$ cat config.mk
export PLATFORM = sky130hd
export DESIGN_NAME = div_issue_unit
export DESIGN_NICKNAME = d
export VERILOG_FILES = /design/src/rtl/riscv_pkg.sv /design/src/rtl/iter_div32.sv /design/src/rtl/div_issue_unit.sv
export SDC_FILE = /design/constraint.sdc
export NUM_CORES = 1
export LEC_CHECK = 0
export ABC_AREA = 1
export CAP_MARGIN = 20
export CORE_MARGIN = 5
export CORE_UTILIZATION = 64
export DETAILED_ROUTE_END_ITERATION = 7
export DONT_BUFFER_PORTS = 1
export GPL_ROUTABILITY_DRIVEN = 0
export PLACE_DENSITY = 0.85
export SETUP_SLACK_MARGIN = 0.4
export SLEW_MARGIN = 20
export SYNTH_ARGS = -nofsm -noshare
export SYNTH_HDL_FRONTEND = slang
export SYNTH_SLANG_ARGS = --single-unit
$ cat constraint.sdc
create_clock -name clk -period 9.8 [get_ports clk]
set_clock_uncertainty 0.15 [all_clocks]
set_input_delay 1.96 -clock clk [delete_from_list [all_inputs] [get_ports clk]]
set_output_delay 1.96 -clock clk [all_outputs]
set_load 0.1 [all_outputs]
$ cat src/rtl/riscv_pkg.sv
// ============================================================================
// Module : riscv_pkg
// Shared divide op-codes, issue-unit state encoding and op-class helper.
// Rev    : 1.0
// ============================================================================
`default_nettype none

package riscv_pkg;

    localparam logic [4:0] OP_DIV  = 5'b10100;
    localparam logic [4:0] OP_DIVU = 5'b10101;
    localparam logic [4:0] OP_REM  = 5'b10110;
    localparam logic [4:0] OP_REMU = 5'b10111;

    typedef enum logic [2:0] {
        S_IDLE  = 3'd0,
        S_START = 3'd1,
        S_WAIT  = 3'd2,
        S_OUT   = 3'd3,
        S_DRAIN = 3'd4
    } div_state_t;

    function automatic logic is_div_op(input logic [4:0] op);
        return op[4:2] == 3'b101;
    endfunction

endpackage

`default_nettype wire

$ cat src/rtl/iter_div32.sv
// ============================================================================
// Module : iter_div32
// 32-cycle restoring divider for DIV/DIVU/REM/REMU; done pulses for one cycle.
// Rev    : 1.0
// ============================================================================
`default_nettype none

module iter_div32
    import riscv_pkg::*;
(
    input  logic        clk,
    input  logic        rst_n,
    input  logic        start,
    input  logic [4:0]  op,
    input  logic [31:0] rs1,
    input  logic [31:0] rs2,
    output logic        done,
    output logic [31:0] result
);

    logic        busy_q;
    logic [5:0]  cnt_q;
    logic [31:0] rem_q;
    logic [31:0] quo_q;
    logic [31:0] dvs_q;
    logic        neg_quo_q;
    logic        neg_rem_q;
    logic        is_rem_q;
    logic        done_q;

    logic        is_signed;
    logic        a_neg;
    logic        b_neg;
    logic [31:0] a_abs;
    logic [31:0] b_abs;
    logic [32:0] shift;
    logic [32:0] diff;

    always_comb begin
        is_signed = (op == OP_DIV) || (op == OP_REM);
        a_neg     = is_signed & rs1[31];
        b_neg     = is_signed & rs2[31];
        a_abs     = a_neg ? -rs1 : rs1;
        b_abs     = b_neg ? -rs2 : rs2;
        shift     = {rem_q, quo_q[31]};
        diff      = shift - {1'b0, dvs_q};
    end

    // Divide-by-zero keeps the all-ones quotient unsigned-looking: no negation.
    always_ff @(posedge clk or negedge rst_n) begin
        if (!rst_n) begin
            busy_q    <= 1'b0;
            cnt_q     <= '0;
            rem_q     <= '0;
            quo_q     <= '0;
            dvs_q     <= '0;
            neg_quo_q <= 1'b0;
            neg_rem_q <= 1'b0;
            is_rem_q  <= 1'b0;
            done_q    <= 1'b0;
        end else if (start) begin
            busy_q    <= 1'b1;
            cnt_q     <= 6'd32;
            rem_q     <= '0;
            quo_q     <= a_abs;
            dvs_q     <= b_abs;
            neg_quo_q <= (a_neg ^ b_neg) && (rs2 != '0);
            neg_rem_q <= a_neg;
            is_rem_q  <= (op == OP_REM) || (op == OP_REMU);
            done_q    <= 1'b0;
        end else if (busy_q) begin
            if (!diff[32]) begin
                rem_q <= diff[31:0];
                quo_q <= {quo_q[30:0], 1'b1};
            end else begin
                rem_q <= shift[31:0];
                quo_q <= {quo_q[30:0], 1'b0};
            end
            cnt_q <= cnt_q - 6'd1;
            if (cnt_q == 6'd1) begin
                busy_q <= 1'b0;
                done_q <= 1'b1;
            end
        end else begin
            done_q <= 1'b0;
        end
    end

    assign done   = done_q;
    assign result = is_rem_q ? (neg_rem_q ? -rem_q : rem_q)
                             : (neg_quo_q ? -quo_q : quo_q);

endmodule

`default_nettype wire

$ cat src/rtl/div_issue_unit.sv
// ============================================================================
// Module : div_issue_unit
// Queues divide ops, runs them one at a time on iter_div32, offers results to CDB.
// Rev    : 1.0
// ============================================================================
`default_nettype none

module div_issue_unit
    import riscv_pkg::*;
#(
    parameter int DEPTH = 2,
    parameter int TAG_W = 6
) (
    input  logic             clk,
    input  logic             rst,
    input  logic             in_valid,
    output logic             in_ready,
    input  logic [4:0]       in_op,
    input  logic [31:0]      in_rs1,
    input  logic [31:0]      in_rs2,
    input  logic [TAG_W-1:0] in_tag,
    input  logic             flush,
    output logic             cdb_valid,
    input  logic             cdb_ready,
    output logic [TAG_W-1:0] cdb_tag,
    output logic [31:0]      cdb_data,
    output logic             busy
);

    localparam int PTR_W = $clog2(DEPTH);
    localparam int CNT_W = PTR_W + 1;

    logic [4:0]       fifo_op_q  [DEPTH];
    logic [31:0]      fifo_rs1_q [DEPTH];
    logic [31:0]      fifo_rs2_q [DEPTH];
    logic [TAG_W-1:0] fifo_tag_q [DEPTH];

    logic [PTR_W-1:0] wr_ptr_q, wr_ptr_d;
    logic [PTR_W-1:0] rd_ptr_q, rd_ptr_d;
    logic [CNT_W-1:0] count_q, count_d;

    div_state_t       state_q, state_d;
    logic [4:0]       op_q;
    logic [31:0]      rs1_q;
    logic [31:0]      rs2_q;
    logic [TAG_W-1:0] tag_q;
    logic             cdb_valid_q, cdb_valid_d;
    logic [TAG_W-1:0] cdb_tag_q, cdb_tag_d;
    logic [31:0]      cdb_data_q, cdb_data_d;

    logic             full;
    logic             push;
    logic             pop;
    logic             div_start;
    logic             div_done;
    logic [31:0]      div_result;
    logic [4:0]       head_op;
    logic [TAG_W-1:0] head_tag;

    assign full     = (count_q == CNT_W'(DEPTH));
    assign in_ready = ~full;
    assign push     = in_valid && !full && !flush;
    assign head_op  = fifo_op_q[rd_ptr_q];
    assign head_tag = fifo_tag_q[rd_ptr_q];

    always_ff @(posedge clk) begin
        if (push) begin
            fifo_op_q[wr_ptr_q]  <= in_op;
            fifo_rs1_q[wr_ptr_q] <= in_rs1;
            fifo_rs2_q[wr_ptr_q] <= in_rs2;
            fifo_tag_q[wr_ptr_q] <= in_tag;
        end
    end

    always_comb begin
        wr_ptr_d = wr_ptr_q;
        rd_ptr_d = rd_ptr_q;
        count_d  = count_q;
        if (flush) begin
            wr_ptr_d = '0;
            rd_ptr_d = '0;
            count_d  = '0;
        end else begin
            if (push) wr_ptr_d = wr_ptr_q + PTR_W'(1);
            if (pop)  rd_ptr_d = rd_ptr_q + PTR_W'(1);
            case ({push, pop})
                2'b10:   count_d = count_q + CNT_W'(1);
                2'b01:   count_d = count_q - CNT_W'(1);
                default: count_d = count_q;
            endcase
        end
    end

    always_comb begin
        state_d     = state_q;
        pop         = 1'b0;
        cdb_valid_d = cdb_valid_q;
        cdb_tag_d   = cdb_tag_q;
        cdb_data_d  = cdb_data_q;
        unique case (state_q)
            S_IDLE: begin
                if (!flush && (count_q != '0)) begin
                    pop = 1'b1;
                    // Non-divide ops bypass the divider and complete with zero.
                    if (is_div_op(head_op)) begin
                        state_d = S_START;
                    end else begin
                        cdb_valid_d = 1'b1;
                        cdb_tag_d   = head_tag;
                        cdb_data_d  = '0;
                        state_d     = S_OUT;
                    end
                end
            end
            S_START: state_d = flush ? S_DRAIN : S_WAIT;
            S_WAIT: begin
                if (div_done) begin
                    if (flush) begin
                        state_d = S_IDLE;
                    end else begin
                        cdb_valid_d = 1'b1;
                        cdb_tag_d   = tag_q;
                        cdb_data_d  = div_result;
                        state_d     = S_OUT;
                    end
                end else if (flush) begin
                    state_d = S_DRAIN;
                end
            end
            S_OUT: begin
                if (flush || cdb_ready) begin
                    cdb_valid_d = 1'b0;
                    state_d     = S_IDLE;
                end
            end
            S_DRAIN: if (div_done) state_d = S_IDLE;
            default: state_d = S_IDLE;
        endcase
    end

    always_ff @(posedge clk or posedge rst) begin
        if (rst) begin
            state_q     <= S_IDLE;
            wr_ptr_q    <= '0;
            rd_ptr_q    <= '0;
            count_q     <= '0;
            op_q        <= '0;
            rs1_q       <= '0;
            rs2_q       <= '0;
            tag_q       <= '0;
            cdb_valid_q <= 1'b0;
            cdb_tag_q   <= '0;
            cdb_data_q  <= '0;
        end else begin
            state_q     <= state_d;
            wr_ptr_q    <= wr_ptr_d;
            rd_ptr_q    <= rd_ptr_d;
            count_q     <= count_d;
            cdb_valid_q <= cdb_valid_d;
            cdb_tag_q   <= cdb_tag_d;
            cdb_data_q  <= cdb_data_d;
            if (pop) begin
                op_q  <= head_op;
                rs1_q <= fifo_rs1_q[rd_ptr_q];
                rs2_q <= fifo_rs2_q[rd_ptr_q];
                tag_q <= head_tag;
            end
        end
    end

    assign div_start = (state_q == S_START);

    iter_div32 u_div (
        .clk    (clk),
        .rst_n  (~rst),
        .start  (div_start),
        .op     (op_q),
        .rs1    (rs1_q),
        .rs2    (rs2_q),
        .done   (div_done),
        .result (div_result)
    );

    assign cdb_valid = cdb_valid_q;
    assign cdb_tag   = cdb_tag_q;
    assign cdb_data  = cdb_data_q;
    assign busy      = (count_q != '0) || (state_q != S_IDLE);

endmodule

`default_nettype wire

==> out/metrics.cfg <==
[worst_setup_path]
r2r_setup_slack_ns=6.03
worstSetupStartpointType=register
crit_family=simple AND/OR/NAND/NOR gates
crit_arrival_ns=2.37
critical_path_required_ns=7.69
critPathMaxFanout=4
path_buf_inv=1
crit_path_end_kind=output pin
crit_path_top_delay_cell=nand3_1
worst_path_largest_cell_delay_ns=0.83
crit_chain=nor2_1 > nand2_1 > inv_1 > nand3_1
crit_type=reg2out

[clock_network]
h-tree-depth=2
cts_root_buf=clkbuf_16
cts.clk_slew.worst_paths_ns=0.06
cts.sinks=378
cts_resized=0
worstSkewPairLatency_ns=0.57
cts_tree=built
cts_buffers=40
post_cts_buffers=0
hold_buffers=0
clk_path_buf_depth=3

[placement]
placed_area_um2=21300
port_buffers=0
place_hpwl_um=40200
post-place-ws_ns=5.15
dp.cells=3104

[grt]
grtUsageTotal=0.308
grt_pass1_wl_um=90400
overflow=0
grt_max_degree=148
grt_pass1_vias=17800
antenna_found_initial=0

[logic_synthesis]
netlist_area_um2=21100
synth_area_per_cell_um2=7.67
syn-num-nets=2865
synth_edf_count=150
synth_seq_cells=378
ys_async_sr_fraction=0.603
synthTopCellsByCount=nand2_1, inv_1, nand3_1
yosysSeqAreaShare=0.485
yosysTopAreaCell=dfrtp_1
ys_top_cells_by_area=dfrtp_1, edfxtp_1, nand2_1
yosys_warnings=0
synth.most_common_cell=nand2_1
synthFlopType=dfrtp_1
yosysUniqueCellTypes=47
yosys.area.top_type_share=0.271
synth_cells=2746

[timing]
setup_tns_ns=0
setup_viol_count_final=0
finalCriticalPeriod_ns=4.48
whs_ns=0.335
worst_slew_pin_slew_ns=1.12
relSlewSlack=0.252
rsz0062_at_grt=no
max_freq_mhz=223
worst_slack_ns=5.32
slew_violations=0
fin_crit_sh=0.457
hold_viol=0

[pwr]
ir_drop_mv=0.230
p_leak_uw=0.0106
pwr-share-seq=0.319
switching_share=0.497
combinationalPowerShare=0.499
power_density_nw_per_um2=399
internal-power_uw=4590
clock_power_share=0.183
power.switching_uw=4530

[route]
drc_errors=0
via_per_inst=6.05
drt_iter0_drc=2882
wl_per_cell_um=17.9
dr.pass1.iters=6
antenna_left=0
drt_wl_total_um=56900
vias=19200

[finish]
final_cell_count_no_fill=3179
area_delta_synth_final_pct=8.43
regArea_um2=10200
fin_nets=2824
fin_area_um2=22800
drive_above_1_share=0.0453
nFillCells=2527
multi_input_area_um2=9110
diodes=0

[die]
fp-row-count=66
die_x_um=191
core_area_um2=32500
die_area_um2=36600
initial_core_util=0.647
dieHeight_um=191
io_pins=121

[flow_run]
drv_cap=0

[min_path]
hp-class=reg2reg

[run_status]
status=finished clean

metrics by stage:
stage | util | power [uW]
after floorplan | - | 6150
after global placement | 0.655 | 7100
after detailed placement | 0.655 | 7290
after CTS | 0.700 | 8990
after global routing | 0.702 | 9780
final | 0.702 | 9120
worst min-delay path: cells and delay by family (launching register included):
family / cells / cell delay (ns)
flops: 1 / 0.35
simple gates: 2 / 0.11
registers in the layout (all words and copies together) (netlist names), 2 cells and up:
| register | count |
|---|---|
| u_div.dvs_q | 32 |
| count_q | 2 |
| fifo_rs1_q | 64 |
| tag_q | 6 |
| fifo_rs2_q | 64 |
| u_div.rem_q | 32 |
| cdb_data | 32 |
| state_q | 3 |
| u_div.cnt_q | 6 |
| fifo_op_q | 10 |
| cdb_tag | 6 |
| op_q | 5 |
| u_div.quo_q | 32 |
| fifo_tag_q | 12 |
| rs1_q | 32 |
| rs2_q | 32 |
final timing paths:
kind | cells after the start | from | endpoint
hold reg to reg | 2 | u_div.dvs_q[27] | u_div.dvs_q[27]
hold / removal | 2 | u_div.dvs_q[27] | u_div.dvs_q[27]
setup reg to reg | 7 | count_q[0] | fifo_rs2_q[0][11]
min in group asynchronous | 1 | rst | u_div.dvs_q[15]
setup / recovery | 4 | state_q[2] | busy
max in group asynchronous | 2 | rst | rd_ptr_q
layout by cell type (no fill, tap or decap), types with 6 or more instances in the layout:
| cell type | count |
|---|---|
| o211ai_1 | 7 |
| edfxtp_1 | 150 |
| ha_1 | 38 |
| nand4_1 | 26 |
| clkinv_1 | 6 |
| or2_2 | 8 |
| o22ai_1 | 14 |
| clkbuf_16 | 40 |
| a21oi_1 | 52 |
| nand3_1 | 316 |
| o21ai_0 | 130 |
| xnor2_1 | 14 |
| clkinv_2 | 6 |
| nand2_2 | 6 |
| a31oi_1 | 71 |
| dfrtp_1 | 227 |
| nand3b_1 | 10 |
| inv_1 | 344 |
| nor2_1 | 226 |
| nand2_1 | 870 |
| o21bai_1 | 10 |
| xor2_1 | 24 |
| bufinv_16 | 9 |
| buf_4 | 12 |
| o221ai_1 | 17 |
| o21ai_1 | 8 |
| inv_2 | 7 |
| nor3_1 | 32 |
routing by layer:
layer	vias up	share of wire	GRT usage
li1	8902	-	-
met1	8928	0.38	0.415
met2	1224	0.45	0.490
met3	187	0.13	0.0814
met4	0	0.035	0.0992
met5	-	0	0
area by class of cell:
cell class	instances	area share
Sequential cell	378	0.447
Multi-Input combinational cell	1917	0.399
Inverter	354	0.0588
Clock buffer	43	0.0448
Tap cell	442	0.0242
Clock inverter	31	0.0201
Timing Repair Buffer	14	0.00565
power by group through the flow:
| stage | clock network (uW) | registers [uW] | logic (uW) |
|---|---|---|---|
| after floorplan | 0 | 2680 | 3470 |
| after CTS | 1680 | 2880 | 4430 |
| after global placement | 0 | 2880 | 4220 |
| after global routing | 1750 | 2950 | 5080 |
| final | 1660 | 2910 | 4550 |
| after detailed placement | 0 | 2900 | 4380 |
cells by family (layout without fill, tap and decap cells):
logic type / count (synthesis) / in the layout / share of synthesized area
buf+inv: 451 / 442 / 0.0832
fa+ha+maj: 39 / 39 / 0.0235
xor+xnor: 38 / 38 / 0.0158
flops: 378 / 378 / 0.485
simple gates: 1515 / 1515 / 0.302
compound gates: 325 / 325 / 0.0906
No activity file was read; power rests on OpenSTA's default activity.
